`config.mk`:
```
export PLATFORM = sky130hd
export DESIGN_NAME = rose_ack_responder_flat
export DESIGN_NICKNAME = d
export VERILOG_FILES = /design/src/rtl/rose_ack_if.sv /design/src/rtl/rose_ack_responder.sv /design/src/flat_wrapper.sv
export SDC_FILE = /design/constraint.sdc
export NUM_CORES = 1
export LEC_CHECK = 0
export CAP_MARGIN = 15
export CORE_MARGIN = 3
export CORE_UTILIZATION = 40
export DETAILED_ROUTE_END_ITERATION = 12
export PLACE_DENSITY = 0.72
export SYNTH_ARGS = -nofsm -noshare
export SYNTH_HDL_FRONTEND = slang
export SYNTH_SLANG_ARGS = --single-unit
```
`constraint.sdc`:
```
create_clock -name clk -period 1.2 [get_ports clk]
set_input_delay 0.24 -clock clk [delete_from_list [all_inputs] [get_ports clk]]
set_output_delay 0.24 -clock clk [all_outputs]
set_load 0.01 [all_outputs]
```
`src/rtl/rose_ack_if.sv`:
```
// Request/acknowledge link between a bench-side initiator and the rose_ack responder.
// The initiator drives req/req_id; the responder returns readiness, the ack/nack pulses and the drop count.
interface rose_ack_if #(
  parameter int ID_W  = 4,
  parameter int CNT_W = 8
);
  logic             req;
  logic [ID_W-1:0]  req_id;
  logic             req_ready;
  logic             ack;
  logic [ID_W-1:0]  rsp_id;
  logic             nack;
  logic [CNT_W-1:0] drop_cnt;

  modport master (
    output req, req_id,
    input  req_ready, ack, rsp_id, nack, drop_cnt
  );

  modport slave (
    input  req, req_id,
    output req_ready, ack, rsp_id, nack, drop_cnt
  );
endinterface

```
`src/rtl/rose_ack_responder.sv`:
```
// Responder that acks every accepted request exactly LATENCY edges later as a clean rising pulse.
// A request arriving one edge after an accept is rejected, so ack is always low before each rise.
module rose_ack_responder #(
  parameter int LATENCY = 2,
  parameter int ID_W    = 4,
  parameter int CNT_W   = 8
) (
  input  logic      clk,
  input  logic      rst_n,
  rose_ack_if.slave bus
);

  logic [LATENCY-1:0] vld_p;
  logic [ID_W-1:0]    id_p [LATENCY];
  logic               nack_q;
  logic [CNT_W-1:0]   drop_cnt_q;
  logic               accept;
  logic               reject;

  function automatic logic [CNT_W-1:0] sat_inc(input logic [CNT_W-1:0] cnt);
    return (&cnt) ? cnt : cnt + 1'b1;
  endfunction

  // A fresh accept in stage 0 blocks the next edge; that gap is what keeps every ack a true rise.
  assign accept = bus.req & ~vld_p[0];
  assign reject = bus.req &  vld_p[0];

  always_ff @(posedge clk) begin
    if (!rst_n) begin
      vld_p      <= '0;
      for (int k = 0; k < LATENCY; k++) id_p[k] <= '0;
      nack_q     <= 1'b0;
      drop_cnt_q <= '0;
    end else begin
      // stage 0: capture the accept decision and its ID
      vld_p[0] <= accept;
      id_p[0]  <= bus.req_id;
      // stages 1..LATENCY-1: plain shift toward the ack output
      for (int k = 1; k < LATENCY; k++) begin
        vld_p[k] <= vld_p[k-1];
        id_p[k]  <= id_p[k-1];
      end
      nack_q <= reject;
      if (reject) drop_cnt_q <= sat_inc(drop_cnt_q);
    end
  end

  assign bus.req_ready = ~vld_p[0];
  assign bus.ack       = vld_p[LATENCY-1];
  assign bus.rsp_id    = vld_p[LATENCY-1] ? id_p[LATENCY-1] : '0;
  assign bus.nack      = nack_q;
  assign bus.drop_cnt  = drop_cnt_q;

endmodule

```
`src/flat_wrapper.sv`:
```
// flat-port wrapper written by rule: the top's interface ports become plain ports
module rose_ack_responder_flat 
#(
  parameter int LATENCY = 2,
  parameter int ID_W    = 4,
  parameter int CNT_W   = 8
)
  (clk, rst_n, bus_req, bus_req_id, bus_req_ready, bus_ack, bus_rsp_id, bus_nack, bus_drop_cnt);
  rose_ack_if #(.ID_W(ID_W), .CNT_W(CNT_W)) bus_i ();
  input  logic clk;
  input  logic rst_n;
  input wire logic [$bits(bus_i.req)-1:0] bus_req;
  input wire logic [$bits(bus_i.req_id)-1:0] bus_req_id;
  output wire logic [$bits(bus_i.req_ready)-1:0] bus_req_ready;
  output wire logic [$bits(bus_i.ack)-1:0] bus_ack;
  output wire logic [$bits(bus_i.rsp_id)-1:0] bus_rsp_id;
  output wire logic [$bits(bus_i.nack)-1:0] bus_nack;
  output wire logic [$bits(bus_i.drop_cnt)-1:0] bus_drop_cnt;
  assign bus_i.req = bus_req;
  assign bus_i.req_id = bus_req_id;
  assign bus_req_ready = bus_i.req_ready;
  assign bus_ack = bus_i.ack;
  assign bus_rsp_id = bus_i.rsp_id;
  assign bus_nack = bus_i.nack;
  assign bus_drop_cnt = bus_i.drop_cnt;
  rose_ack_responder #(.LATENCY(LATENCY), .ID_W(ID_W), .CNT_W(CNT_W)) u_core (.clk(clk), .rst_n(rst_n), .bus(bus_i));
endmodule
```
==> reports/results.ini, run 1 <==
[global_route]
grt_pass1_wl_microns = 3063
grt_max_degree = 17
use_met2_pct = 26.47
grt.busiest_layer = met2
grt_pass1_vias = 680
antenna_found_initial = 0
grtUsageMet1_pct = 20.26
grt_remaining_overflow = 0
grtUsageMet3_pct = 3.364
grt_use_total_pct = 16.78

[status]
outcome = finished with violations
failed_checks = negative setup slack

[cts]
htreeDepth = 1
cts_sinks = 19
cts_buffers = 3
cts-root-buf = clkbuf_4
clock_latency_ps = 310
clkSlewWorstSetupHoldPaths_ps = 110
cts_tree = built
clock_path_buffers = 2

[timing]
drv_slew = 0
fmaxAchievable_mhz = 768.8
whs_ps = 437.2
final-hold-violation-count = 0
setup-tns-final_ps = -210.0
post-route-period-util_pct = 108.4
min_period_ps = 1301
slew_headroom_pct = 80.49
worst_slack_ps = -100.8
max_slew.worst_pin.slew_ps = 290.7
setup_viol = 6
skew_ps = 8.376
rsz0062_at_grt = true

[drt]
first_iter_violations = 23
remaining_drc_errors = 0
ant_nets = 0
wl_per_cell_microns = 14.57
drtPass1Iterations = 4
dr_total_vias = 742
routed_wl_microns = 2055
viasPerCell = 5.262

[placement]
hpwl_microns = 1307
dp_cells = 133
portBuffers = 21
preCtsSetupSlack_ps = -352.5
gp_congestion = 0.8288

[floorplan]
die_area_sq_mm = 0.002397
start_util_pct = 45.81
die_w_microns = 48.96
core_sq_mm = 0.001612
rows = 14
die_h_microns = 48.96
io_pins = 22

[yosys]
synthSimpleGateAreaFrac_pct = 29.49
yosysWarnings = 0
synth_top_family_by_area = simple AND/OR/NAND/NOR gates
yosys.area.top_type = dfxtp_1
muxShareOfSynthArea_pct = 4.068
synth_nets = 83
synth_top_area_share_pct = 51.53
netlist_instances = 75
synth-xor-area-share_pct = 0
synth_seq_area_share_pct = 51.53
synth_area_leaders = dfxtp_1 52%, and2_1 10%, mux2i_1 4.1%
synth_seq_cells = 19
synth-compound-area-share_pct = 11.19
synth_adder_area_share_pct = 1.695
synth_area_sq_um = 738.2
synth.distinct_cells = 26
syn_area_per_cell_sq_um = 9.843

[min_path]
hold_path_class = input port to register
hold_end = u_core.vld_p[0]
hold_depth = 2
min_from = bus_req

[layout]
area_delta_synth_final_pct = 60.17
stdcell_count = 141
layout.nets = 126
final_common_cell = buf_4
drive_gt1_share_pct = 42.74
n_antenna_cell = 0
mostFrequentLayoutCells = 16 x buf_4, 9 x and2_1, 9 x dfxtp_1, 8 x nand2_1, 8 x dfxtp_2

[pwr]
vdd_drop_max_mv = 0.7093
cellLeakagePower_nw = 0.4971
power.density_mw_per_mm2 = 912.9
power_w = 0.001079

[setup_path]
endpoint_kind = register
start_kind = register
crit_fanout = 5
crit_arrival_ps = 1500
rr_endpoint = u_core.bus.drop_cnt[4]
timing.rr.start = u_core.bus.drop_cnt[0]
critical_path_class = register to register
reg2reg_depth = 4
r2r_slack_ps = -100
required_ps = 1400

[run]
cap_violations = 0

-- routing by layer --
layer / part of all wire, % / up-vias
li1: - / 354
met5: 0 / -
met2: 48 / 38
met3: 6.0 / 9
met1: 42 / 341
met4: 3.2 / 0
-- worst max-delay path by stage --
stage / start / endpoint / slack [ps] / cells past startpoint
6_report: u_core.bus.drop_cnt[0] / u_core.bus.drop_cnt[4] / -100 / 4
5_1_grt: u_core.bus.drop_cnt[1] / u_core.bus.drop_cnt[4] / -180 / 4
4_1_cts: u_core.vld_p[1] / bus_rsp_id[2] / -60 / 3
3_5_place_dp: bus_req / u_core.bus.drop_cnt[6] / -350 / 4
3_3_place_gp: bus_req / u_core.bus.drop_cnt[7] / -290 / 4
2_1_floorplan: u_core.bus.drop_cnt[0] / u_core.bus.drop_cnt[5] / 0.8 / 4
-- per-stage QoR --
| step | cell area (sq um) | util (%) |
|---|---|---|
| 4_1_cts | 1145 | 71.04 |
| 3_3_place_gp | 1101 | 68.32 |
| 5_1_grt | 1182 | 73.37 |
| 2_1_floorplan | 759.5 | - |
| 3_5_place_dp | 1101 | 68.32 |
| 6_report | 1182 | 73.37 |
-- final cells by class --
cell class	instances	area [sq um]
Sequential cell	19	397.9
Fill cell	131	429.2
Inverter	3	11.26
Tap cell	24	30.03
Timing Repair Buffer	39	324.1
Clock buffer	4	26.28
Multi-Input combinational cell	52	392.9
-- critical path, stage by stage (launching register included) --
cell and delay (ps):
dfxtp_4 380, ha_4 150, nand4_1 210, a311oi_1 340
o21bai_1 110
-- state kept, by name, indices dropped and copies added (netlist names) --
signal / flops
u_core.id_p: 8
u_core.bus.drop_cnt: 8
u_core.vld_p: 2
u_core.bus.nack: 1
-- where the power goes --
group / switching, W / internal (W) / total, W
sequential: 0.00000888 / 0.000646 / 0.000655
clock: 0.000200 / 0.000130 / 0.000330
combinational: 0.0000398 / 0.0000543 / 0.0000941
-- cells by family after synthesis --
| family | after synthesis |
|---|---|
| AND/OR/NAND/NOR | 37 |
| flip-flops | 19 |
| buffers and inverters | 4 |
| multiplexers | 3 |
| adder cells (fa/ha/maj) | 1 |
| AO/OA/AOI/OAI | 11 |
-- cell usage after synthesis (all sizes together) --
cell / n
a311oi: 2
clkbuf: 1
o211ai: 1
nand4: 2
o21bai: 2
inv: 3
nor4b: 1
mux2i: 3
nand2b: 1
dfxtp: 19
a41oi: 2
and2: 12
a21oi: 1
nor4bb: 1
nand2: 8
nor2: 2
nor4: 1
nor3: 2
a211oi: 1
nand3: 2
a31oi: 2
nor3b: 1
and3: 2
and4: 2
ha: 1
-- what timing repair did --
action,4_1_cts,5_1_grt
pin swaps,5,4
gates resized for setup,46,20
endpoints found under the setup margin,21,19
hold buffers,0,0
setup buffers,2,2
(Power assumes the default switching activity.)
==> run 2: changes to the inputs <==
Settings changed: CORE_UTILIZATION 40 to 47, PLACE_DENSITY 0.72 to 0.8, SLEW_MARGIN set to 20.
Clock period 1.2 ns to 1.6 ns, I/O delays scaled along.
==> reports/results.ini, run 2 (synthesis results as in run 1) <==
[floorplan]
die_area_sq_mm = 0.002082  ; -13%
core_sq_mm = 0.001383  ; -14%
start_util_pct = 53.39  ; +7.6 points
io_pins = 22  ; unchanged
die_h_microns = 45.63  ; -6.8%
rows = 13  ; -1
die_w_microns = 45.63  ; -6.8%

[global_route]
grt_max_degree = 17  ; unchanged
antenna_found_initial = 0  ; unchanged
grt_pass1_wl_microns = 2725  ; -11%
grt_pass1_vias = 608  ; -11%
grt_use_total_pct = 18.59  ; +1.8 points
grt_remaining_overflow = 0  ; unchanged

[placement]
portBuffers = 21  ; unchanged
dp_cells = 112  ; -16%
hpwl_microns = 1166  ; -11%
preCtsSetupSlack_ps = -39.22  ; +313.3 ps
gp_congestion = 0.7561  ; -8.8%

[setup_path]
crit_family = buffers and inverters
timing.rr.start = u_core.bus.drop_cnt[0]
max_stage_delay_ps = 540  ; +160 ps
path_depth = 1  ; -3
critPathLaunch = u_core.bus.drop_cnt[7]
endpoint_kind = primary output
cp_cell_sequence = clkdlybuf4s50_1
crit_buf_inv = 1  ; +1
crit_end = bus_drop_cnt[7]
crit_fanout = 8  ; +3
crit_arrival_ps = 1230  ; -270 ps
reg2reg_depth = 4  ; unchanged
rr_endpoint = u_core.bus.drop_cnt[1]
critical_path_class = register to primary output
required_ps = 1280  ; -120 ps
start_kind = register
crit_slowest_cell = clkdlybuf4s50_1
r2r_slack_ps = 100  ; +200 ps

[cts]
clock_path_buffers = 2  ; unchanged
clock_latency_ps = 290  ; -20 ps
cts_sinks = 19  ; unchanged
cts_tree = built
htreeDepth = 1  ; unchanged
cts_buffers = 3  ; unchanged
cts-root-buf = clkbuf_4
clkSlewWorstSetupHoldPaths_ps = 100  ; about the same
cts_hold_buffers = 0  ; unchanged

[timing]
worst_slack_ps = 52.28  ; +153.1 ps
post-route-period-util_pct = 96.73
skew_ps = 3.243  ; -5.133 ps
final-hold-violation-count = 0  ; unchanged
rsz0062_at_grt = false
setup_viol = 0  ; -6
drv_slew = 0  ; unchanged
whs_ps = 436.0  ; -1.117 ps
fmaxAchievable_mhz = 646.1
slew_headroom_pct = 77.44  ; -3.0 points
min_period_ps = 1548
max_slew.worst_pin.slew_ps = 333.7  ; +43.02 ps

[layout]
area_delta_synth_final_pct = 39.32
stdcell_count = 117  ; -17%
layout.nets = 111  ; -12%
fill_cells = 115  ; -12%
final_common_cell = clkdlybuf4s50_1
mostFrequentLayoutCells = 14 x clkdlybuf4s50_1, 12 x and2_1, 11 x dfxtp_1, 8 x nand2_1
n_antenna_cell = 0  ; unchanged
fin_util_pct = 74.39  ; +1.0 points
drive_gt1_share_pct = 15.69  ; -27 points

[drt]
viasPerCell = 5.453  ; +3.6%
ant_nets = 0  ; unchanged
remaining_drc_errors = 0  ; unchanged
drtPass1Iterations = 4  ; unchanged
first_iter_violations = 20  ; -13%
wl_per_cell_microns = 13.39  ; -8.1%
routed_wl_microns = 1567  ; -24%
dr_total_vias = 638  ; -14%

[min_path]
hold_path_class = register to register

[pwr]
power.density_mw_per_mm2 = 754.4  ; -17%
vdd_drop_max_mv = 1.038  ; +46%
cellLeakagePower_nw = 0.4404  ; -11%

[run]
cap_violations = 0  ; unchanged

[status]
outcome = complete, no violations

run 2: worst min path at each step:
stage,depth (start not counted),to,slack [ps],from
5_1_grt,1,u_core.id_p[0][4],460,u_core.id_p[0][0]
3_3_place_gp,1,u_core.id_p[0][6],410,u_core.id_p[0][2]
4_1_cts,1,u_core.id_p[0][6],440,u_core.id_p[0][2]
3_5_place_dp,1,u_core.id_p[0][6],420,u_core.id_p[0][2]
6_report,1,u_core.id_p[0][6],440,u_core.id_p[0][2]
2_1_floorplan,1,u_core.id_p[0][6],410,u_core.id_p[0][2]
run 2: layout make-up:
class	instances	area, sq um	share of cell area, %
Clock buffer	4	26.28	2.555
Inverter	3	11.26	1.095
Multi-Input combinational cell	52	342.8	33.33
Sequential cell	19	397.9	38.69
Tap cell	15	18.77	1.825
Timing Repair Buffer	24	231.5	22.51
run 2: stage by stage:
step                      power [W]  setup TNS [ps]  area, sq um
after floorplan           0.0005251               0        738.2
after global placement    0.0005595               0        978.4
after detailed placement  0.0005614          -50.34        978.4
after CTS                 0.0007880               0         1016
after global routing      0.0008201               0         1028
final                     0.0007759               0         1028
run 2: per-layer routing:
metal | GRT usage, % | vias up | share of wire (%) | wire (microns)
met5 | 0 | - | 0 | 0
met4 | 8.772 | 0 | 1.6 | 25
met3 | 6.324 | 2 | 5.9 | 93
met2 | 27.58 | 16 | 44 | 693
met1 | 23.91 | 291 | 48 | 755
li1 | - | 329 | - | -
run 2: power by group:
part | leakage [nW] | switching (W) | internal, W
logic | 0.265 | 0.0000227 | 0.0000321
clock network | 0.0150 | 0.000134 | 0.0000969
registers | 0.160 | 0.00000783 | 0.000483
run 2: repair_timing:
action,in CTS,in global routing
resized for setup,12,6
setup buffers,1,0
setup endpoints to repair,10,6
==> run 3: changes to the inputs <==
Settings changed: PLACE_DENSITY 0.8 to unset, PLACE_DENSITY_LB_ADDON set to 0.1.
==> reports/results.ini, run 3 (synthesis results as in run 1) <==
[global_route]
grt_max_degree = 17  ; unchanged
antenna_found_initial = 0  ; unchanged
grt_remaining_overflow = 0  ; unchanged
grt_pass1_vias = 561  ; -7.7%
grt_use_total_pct = 19.30  ; +0.71 points
grt_pass1_wl_microns = 2773  ; +1.8%

[placement]
hpwl_microns = 1215  ; +4.3%
gp_congestion = 0.7844  ; +3.7%
portBuffers = 21  ; unchanged
placed_area_sq_um = 978.4  ; unchanged

[cts]
cts_buffers = 3  ; unchanged
cts_tree = built
clkSlewWorstSetupHoldPaths_ps = 100  ; about the same
clock_path_buffers = 2  ; unchanged
cts_sinks = 19  ; unchanged
cts-root-buf = clkbuf_4
clock_latency_ps = 300  ; about the same
cts_setup_buffers = 0  ; -1
htreeDepth = 1  ; unchanged

[floorplan]
core_sq_mm = 0.001383  ; unchanged
io_pins = 22  ; unchanged
die_h_microns = 45.63  ; unchanged
rows = 13  ; unchanged
die_area_sq_mm = 0.002082  ; unchanged
start_util_pct = 53.39  ; unchanged
die_w_microns = 45.63  ; unchanged

[layout]
layout.nets = 110  ; -0.90%
fill_cells = 112  ; -2.6%
mostFrequentLayoutCells = 12 x and2_1, 12 x dfxtp_1, 9 x clkdlybuf4s50_1, 8 x nand2_1
multiInputGateArea_sq_um = 342.8  ; unchanged
fin_util_pct = 74.66  ; +0.27 points
area_delta_synth_final_pct = 39.83
drive_gt1_share_pct = 14.85  ; -0.83 points
seq_area_sq_um = 399.1  ; +0.31%
n_antenna_cell = 0  ; unchanged
postLayoutCellArea_sq_mm = 0.001032  ; +0.36%

[setup_path]
max_stage_delay_ps = 530  ; about the same
start_kind = register
crit_family = buffers and inverters
crit_arrival_ps = 1220  ; about the same
required_ps = 1280  ; about the same
crit_slowest_cell = clkdlybuf4s50_1
crit_buf_inv = 1  ; unchanged
crit_fanout = 7  ; -1
critical_path_class = register to primary output
endpoint_kind = primary output
cp_cell_sequence = clkdlybuf4s50_1

[drt]
viasPerCell = 5.759  ; +5.6%
wl_per_cell_microns = 14.82  ; +11%
ant_nets = 0  ; unchanged
dr_total_vias = 668  ; +4.7%
first_iter_violations = 20  ; unchanged
routed_wl_microns = 1719  ; +9.7%
drtPass1Iterations = 4  ; unchanged
remaining_drc_errors = 0  ; unchanged

[timing]
slew_headroom_pct = 79.76  ; +2.3 points
fmaxAchievable_mhz = 650.7  ; +0.71%
skew_ps = 3.421  ; +0.1776 ps
min_period_ps = 1537  ; -10.98 ps
final-hold-violation-count = 0  ; unchanged
post-route-period-util_pct = 96.05  ; -0.69 points
rsz0062_at_grt = false
drv_slew = 0  ; unchanged
setup-tns-final_ps = 0  ; unchanged
setup_viol = 0  ; unchanged
max_slew.worst_pin.slew_ps = 299.5  ; -34.24 ps
whs_ps = 439.0  ; +2.909 ps

[pwr]
cellLeakagePower_nw = 0.5172  ; +17%
vdd_drop_max_mv = 0.6601  ; -36%
power.density_mw_per_mm2 = 761.8  ; +0.97%
power_w = 0.0007863  ; +1.3%

[min_path]
hold_path_class = register to register

[run]
cap_violations = 0  ; unchanged

[status]
outcome = complete, no violations

==> run 3: repair_timing <==
action	CTS	global route
resized for setup	13	10
hold buffers	0	0
endpoints found under the hold margin	0	0
endpoints found under the setup margin	11	7
==> run 3: path summary, 6_finish.rpt <==
check	endpoint	depth (start not counted)	startpoint	slack (ps)
worst min register to register	u_core.id_p[0][6]	1	u_core.id_p[0][2]	440
worst min-delay path	u_core.id_p[0][6]	1	u_core.id_p[0][2]	440
worst max register to register	u_core.bus.drop_cnt[5]	4	u_core.bus.drop_cnt[0]	150
worst max-delay path	bus_drop_cnt[3]	1	u_core.bus.drop_cnt[3]	60
==> run 3: area by class of cell <==
cell class	instances	area share, %
Inverter	3	1.091
Clock buffer	3	2.182
Tap cell	15	1.818
Timing Repair Buffer	23	22.55
Multi-Input combinational cell	52	33.21
Clock inverter	1	0.4848
Sequential cell	19	38.67
==> run 3: per-stage QoR <==
stage | instances | worst slack (ps)
4_1_cts | 116 | 3.810
3_3_place_gp | 112 | 48.25
5_1_grt | 116 | 14.12
6_report | 116 | 63.26
2_1_floorplan | 75 | 221.7
3_5_place_dp | 112 | -59.64
==> run 3: layer usage <==
metal / up-vias / global-route usage [%] / wire (microns)
met3: 2 / 7.510 / 150
met2: 31 / 29.53 / 832
met5: - / 0 / 0
met4: 0 / 5.263 / 11
met1: 309 / 25.06 / 725
li1: 326 / - / -
==> run 3: power by group <==
part | leakage (nW) | switching (W) | internal (W)
combinational | 0.340 | 0.0000243 | 0.0000324
sequential | 0.160 | 0.00000713 | 0.000480
clock | 0.0177 | 0.000149 | 0.0000932
total | 0.517 | 0.000180 | 0.000606
